[config.mk]
export PLATFORM = sky130hd
export DESIGN_NAME = planificador_rango
export DESIGN_NICKNAME = d
export VERILOG_FILES = /design/src/rtl/rango_pkg.sv /design/src/rtl/comparador_ventana.sv /design/src/rtl/planificador_rango.sv
export SDC_FILE = /design/constraint.sdc
export NUM_CORES = 1
export LEC_CHECK = 0
export BUFFER_PORTS_ARGS = -buffer_cell sky130_fd_sc_hd__buf_2
export CAP_MARGIN = 30
export CORE_ASPECT_RATIO = 0.6
export CORE_MARGIN = 8
export CORE_UTILIZATION = 45
export DETAILED_ROUTE_END_ITERATION = 8
export PLACE_DENSITY = 0.74
export SETUP_SLACK_MARGIN = 0.02
export SKIP_CTS_REPAIR_TIMING = 1
export SLEW_MARGIN = 20
export SYNTH_ARGS = -nofsm -noshare
export SYNTH_HDL_FRONTEND = slang
export SYNTH_HIERARCHICAL = 1
export SYNTH_SLANG_ARGS = --single-unit
[constraint.sdc]
create_clock -name clk -period 2.1 [get_ports clk]
set_input_delay 0.105 -clock clk [delete_from_list [all_inputs] [get_ports clk]]
set_output_delay 0.105 -clock clk [all_outputs]
set_load 0.02 [all_outputs]
[src/rtl/rango_pkg.sv]
// Shared types and constants for the windowed range-check scheduler.
package rango_pkg;

    localparam int W     = 5;
    localparam int N_REQ = 4;

    typedef enum logic [1:0] {
        IDLE     = 2'd0,
        COMPARA  = 2'd1,
        RESPONDE = 2'd2
    } estado_t;

    // Reset window covers the whole signed 5-bit range.
    localparam logic signed [W-1:0] INF_RST = 5'b10000;
    localparam logic signed [W-1:0] SUP_RST = 5'b01111;
    localparam logic [7:0]          CNT_MAX = 8'd255;

endpackage

[src/rtl/comparador_ventana.sv]
// Combinational signed window comparator; the single resource shared by all lanes.
module comparador_ventana #(
    parameter int W = rango_pkg::W
) (
    input  logic signed [W-1:0] num,
    input  logic signed [W-1:0] inf,
    input  logic signed [W-1:0] sup,
    output logic                dentro,
    output logic                invalido
);

    // An inverted window never reports a hit.
    always_comb begin
        invalido = (inf > sup);
        dentro   = !invalido && (num >= inf) && (num <= sup);
    end

endmodule

[src/rtl/planificador_rango.sv]
// Round-robin scheduler of four requesters onto one window comparator,
// one check every three cycles, with a saturating hit counter.
module planificador_rango #(
    parameter int W     = rango_pkg::W,
    parameter int N_REQ = rango_pkg::N_REQ
) (
    input  logic                 clk,
    input  logic                 reset,
    input  logic                 cfg_we,
    input  logic [1:0]           cfg_sel,
    input  logic [W-1:0]         cfg_inf,
    input  logic [W-1:0]         cfg_sup,
    input  logic [N_REQ-1:0]     req,
    input  logic [N_REQ*W-1:0]   numero,
    output logic [N_REQ-1:0]     gnt,
    output logic                 resp_valid,
    output logic [1:0]           resp_id,
    output logic                 dentro,
    output logic                 err_cfg,
    input  logic                 clr_cnt,
    output logic [7:0]           cnt_dentro
);

    import rango_pkg::*;

    estado_t state_reg, state_next;

    logic [1:0]          ptr_reg;
    logic [N_REQ-1:0]    gnt_reg;
    logic [1:0]          id_reg;
    logic signed [W-1:0] num_snap_reg, inf_snap_reg, sup_snap_reg;
    logic                resp_valid_reg;
    logic [1:0]          resp_id_reg;
    logic                dentro_reg;
    logic                err_reg;
    logic [7:0]          cnt_reg;

    logic [N_REQ*W-1:0]  inf_flat, sup_flat;

    logic                sel_found;
    logic [1:0]          sel_id;
    logic [1:0]          cand;
    logic signed [W-1:0] num_sel, inf_sel, sup_sel;
    logic                cmp_dentro, cmp_invalido;

    // Per-lane limit registers, writable in any state.
    genvar gi;
    generate
        for (gi = 0; gi < N_REQ; gi++) begin : g_lane
            logic signed [W-1:0] inf_reg, sup_reg;

            // Limit pair of this lane; a write lands on the next edge.
            always_ff @(posedge clk or posedge reset) begin
                if (reset) begin
                    inf_reg <= INF_RST;
                    sup_reg <= SUP_RST;
                end else if (cfg_we && (cfg_sel == 2'(gi))) begin
                    inf_reg <= cfg_inf;
                    sup_reg <= cfg_sup;
                end
            end

            assign inf_flat[gi*W +: W] = inf_reg;
            assign sup_flat[gi*W +: W] = sup_reg;
        end
    endgenerate

    // Round-robin pick: first requesting lane at or after the pointer.
    always_comb begin
        sel_found = 1'b0;
        sel_id    = ptr_reg;
        cand      = ptr_reg;
        for (int i = 0; i < N_REQ; i++) begin
            cand = ptr_reg + 2'(i);
            if (!sel_found && req[cand]) begin
                sel_found = 1'b1;
                sel_id    = cand;
            end
        end
    end

    assign num_sel = numero[sel_id*W +: W];
    assign inf_sel = inf_flat[sel_id*W +: W];
    assign sup_sel = sup_flat[sel_id*W +: W];

    // The comparator only ever sees the snapshots, so config writes mid-check are harmless.
    comparador_ventana #(.W(W)) u_comparador (
        .num      (num_snap_reg),
        .inf      (inf_snap_reg),
        .sup      (sup_snap_reg),
        .dentro   (cmp_dentro),
        .invalido (cmp_invalido)
    );

    // State register.
    always_ff @(posedge clk or posedge reset) begin
        if (reset) state_reg <= IDLE;
        else       state_reg <= state_next;
    end

    // Next-state logic: grant, compare, respond, back to idle.
    always_comb begin
        state_next = state_reg;
        case (state_reg)
            IDLE:     if (sel_found) state_next = COMPARA;
            COMPARA:  state_next = RESPONDE;
            RESPONDE: state_next = IDLE;
            default:  state_next = IDLE;
        endcase
    end

    // Grant, snapshot and result registers driven by the current state.
    always_ff @(posedge clk or posedge reset) begin
        if (reset) begin
            ptr_reg        <= '0;
            gnt_reg        <= '0;
            id_reg         <= '0;
            num_snap_reg   <= '0;
            inf_snap_reg   <= '0;
            sup_snap_reg   <= '0;
            resp_valid_reg <= 1'b0;
            resp_id_reg    <= '0;
            dentro_reg     <= 1'b0;
            err_reg        <= 1'b0;
        end else begin
            gnt_reg        <= '0;
            resp_valid_reg <= 1'b0;
            case (state_reg)
                IDLE: begin
                    if (sel_found) begin
                        gnt_reg      <= N_REQ'(1) << sel_id;
                        id_reg       <= sel_id;
                        num_snap_reg <= num_sel;
                        inf_snap_reg <= inf_sel;
                        sup_snap_reg <= sup_sel;
                        ptr_reg      <= sel_id + 2'd1;
                    end
                end
                COMPARA: begin
                    resp_valid_reg <= 1'b1;
                    resp_id_reg    <= id_reg;
                    dentro_reg     <= cmp_dentro;
                    err_reg        <= cmp_invalido;
                end
                default: ;
            endcase
        end
    end

    // Saturating hit counter; clear has priority over a coincident hit.
    always_ff @(posedge clk or posedge reset) begin
        if (reset) begin
            cnt_reg <= '0;
        end else if (clr_cnt) begin
            cnt_reg <= '0;
        end else if (resp_valid_reg && dentro_reg && (cnt_reg != CNT_MAX)) begin
            cnt_reg <= cnt_reg + 8'd1;
        end
    end

    assign gnt        = gnt_reg;
    assign resp_valid = resp_valid_reg;
    assign resp_id    = resp_id_reg;
    assign dentro     = dentro_reg;
    assign err_cfg    = err_reg;
    assign cnt_dentro = cnt_reg;

endmodule

==> flow_summary.json <==
{
  "critical_path_class": "flop to flop",
  "die_area_sq_um": 12100,
  "ys.flop_type": "dfrtp_1",
  "p_int_mw": 4.14,
  "drt_iter0_markers": 186,
  "synth_top_area_share_pct": 36.7,
  "final_max_slew_viol_count": 0,
  "p_comb_share_pct": 39.9,
  "post_synth_and_or_nand_nor_area_fraction_pct": 10.2,
  "port_buffers": 56,
  "finalInstanceArea_sq_um": 4740,
  "cap_violations": 0,
  "grt_util_met3_pct": 6.24,
  "min_from": "cfg_sup[1]",
  "fill_cells": 739,
  "vias": 2855,
  "drive_gt1_share_pct": 42.9,
  "clkSinkCount": 78,
  "fin_tns_setup_ns": 0,
  "drc": 0,
  "reg2reg_slack_ns": 0.12,
  "clkLatencyLatePin_ns": 0.34,
  "pin_count": 57,
  "cts_buffer_depth": 2,
  "cpPeakStageDelay_ns": 0.46,
  "peakVddDrop_mv": 0.529,
  "worstPathCellList": "nor3_2 > a2111o_1 > nand2_2 > mux2_2 > a221o_1",
  "arrival_ns": 2.20,
  "synth_xor_area_share_pct": 1.77,
  "path_max_fanout": 9,
  "power_frac_clock_pct": 24.2,
  "rr_worst_depth": 5,
  "grt_max_degree": 79,
  "period_minus_slack_ns": 1.98,
  "synth_nets": 390,
  "powerDensity_nw_per_um2": 1340,
  "viasPerCell": 5.54,
  "die_height_microns": 88.6,
  "synth_top_family_by_area": "multiplexers",
  "endpoint_kind": "flop",
  "grtUsageTotal_pct": 16.3,
  "hold_path_depth": 2,
  "synth_edf_count": 0,
  "yosysWarnings": 6,
  "worst_pin_slew_ns": 0.732,
  "drt_wl_total_mm": 9.45,
  "grt_pass1_wl_mm": 15.0,
  "gr-usage-met1_pct": 22.7,
  "timing.rr.end": "num_snap_reg[0]",
  "fin_crit_sh_pct": 94.3,
  "use_met2_pct": 23.2,
  "drtPass1Iterations": 5,
  "setup_viol": 0,
  "leakagePower_nw": 2.17,
  "critPathSlowestCell": "dfrtp_2",
  "h-tree-depth": 3,
  "grt_overflow": 0,
  "routedWlPerCell_microns": 18.3,
  "n_antenna_cell": 0,
  "antenna_found_initial": 0,
  "fmax_mhz": 505,
  "synthAdderAreaFrac_pct": 5.06,
  "clk_pin_slew_ns": 0.06,
  "cts_root_buffer": "clkbuf_16",
  "die_w_microns": 137,
  "layout.nets": 454,
  "area.growth.synth_to_final_pct": 19.9,
  "fin_util_pct": 55.7,
  "p_sw_share_pct": 35.0,
  "synth_cell_types": 52,
  "syn_area_sq_um": 3960,
  "yosysSeqAreaShare_pct": 50.0,
  "mostFrequentLayoutCells": "dfrtp_1, buf_2, mux2_2",
  "fp-row-count": 26,
  "synth_compound_area_share_pct": 11.9,
  "ant_nets": 0,
  "synth_area_leader_cell": "dfrtp_1",
  "final_common_cell": "dfrtp_1",
  "rsz0062_at_grt": "false",
  "synthArstFlopShare_pct": 100,
  "first_global_vias": 2844,
  "coreArea_sq_um": 8520,
  "place_hpwl_mm": 6.56,
  "numCtsBuffers": 9,
  "syn_inst": 334,
  "grt.busiest_layer": "met2",
  "power_switching_mw": 2.23,
  "cts_tree": "yes",
  "status": "completed",
  "power_mw": 6.37,
  "hold_viol_final": 0,
  "holdWs_ns": 0.0421,
  "synth_area_leaders": "dfrtp_1, mux2_2, dfstp_2",
  "slew_headroom_pct": 51.0,
  "start_util_pct": 46.4,
  "startpoint_type": "flop",
  "yosys_register_bits": 78,
  "hold-path-endpoint": "g_lane[1].sup_reg[1]",
  "skew_ns": 0.00283,
  "cp_data_required_time_ns": 2.32,
  "synthMuxAreaShare_pct": 17.5,
  "syn_area_per_cell_sq_um": 11.8,
  "power_frac_seq_pct": 35.9,
  "r2r_start": "ptr_reg[1]",
  "placed_area_sq_um": 4430,
  "gp_congestion": 0.840,
  "hold_class": "input port to flop"
}
stage by stage:
step	worst slack, ns	std cells
after floorplan	0.0331	334
after global placement	0.157	498
after detailed placement	0.0387	498
after CTS	0.0374	514
after global routing	0.0668	515
final	0.120	515
synthesized netlist by cell type, drive strengths merged (6+ instances only):
cell type  number
dfstp          20
nand3          19
ha             16
dfrtp          58
clkbuf         10
o21ai          20
a21oi          17
mux2           59
nor2           17
xnor2           6
nand2           9
buf             7
nor2b           6
a221o          15
inv            17
final cells by class:
| class | count | area [sq um] | area share (%) |
|---|---|---|---|
| flip-flops and latches | 78 | 1980 | 41.7 |
| clock buffers | 10 | 239 | 5.04 |
| clock inverters | 6 | 61.3 | 1.29 |
| repair buffers | 70 | 425 | 8.97 |
| multi-input cells | 222 | 1840 | 38.7 |
| well taps | 112 | 140 | 2.95 |
| inverters | 17 | 63.8 | 1.35 |
power by group through the flow:
stage | Combinational, mW | Sequential (mW) | Clock (mW)
after floorplan | 1.77 | 2.26 | 0
after global placement | 2.42 | 2.28 | 0
after detailed placement | 2.52 | 2.30 | 0
after CTS | 2.53 | 2.28 | 1.59
after global routing | 2.77 | 2.33 | 1.66
final | 2.54 | 2.28 | 1.54
cells by family after synthesis:
kind of cell               count (synthesis)
AOI/OAI and AO/OA                         66
xor gates and xnor gates                   8
DFF                                       78
buffers and inverters                     34
muxes                                     60
adders and majority gates                 16
and+or+nand+nor                           72
worst max-delay path: cells and delay by family, from the launching register on:
family          cells  cell delay [ns]
compound gates      2             0.71
flops               1             0.46
mux                 1             0.37
simple gates        2             0.31
metal layers:
| layer | vias to the layer above | routed length (microns) |
|---|---|---|
| met2 | 83 | 3930 |
| li1 | 1354 | - |
| met1 | 1410 | 4670 |
| met3 | 8 | 755 |
| met5 | - | 0 |
| met4 | 0 | 99 |
worst max-delay path by stage:
| stage | to | slack, ns | startpoint | cells past startpoint |
|---|---|---|---|---|
| 2_1_floorplan | cnt_dentro[0] | 0.03 | reset | 1 |
| 3_3_place_gp | num_snap_reg[0] | 0.16 | ptr_reg[1] | 5 |
| 3_5_place_dp | num_snap_reg[0] | 0.04 | ptr_reg[1] | 5 |
| 4_1_cts | num_snap_reg[0] | 0.04 | ptr_reg[1] | 5 |
| 5_1_grt | inf_snap_reg[4] | 0.07 | ptr_reg[0] | 5 |
| 6_report | num_snap_reg[0] | 0.12 | ptr_reg[1] | 5 |
Note: power is estimated with default switching activity, not from simulation.
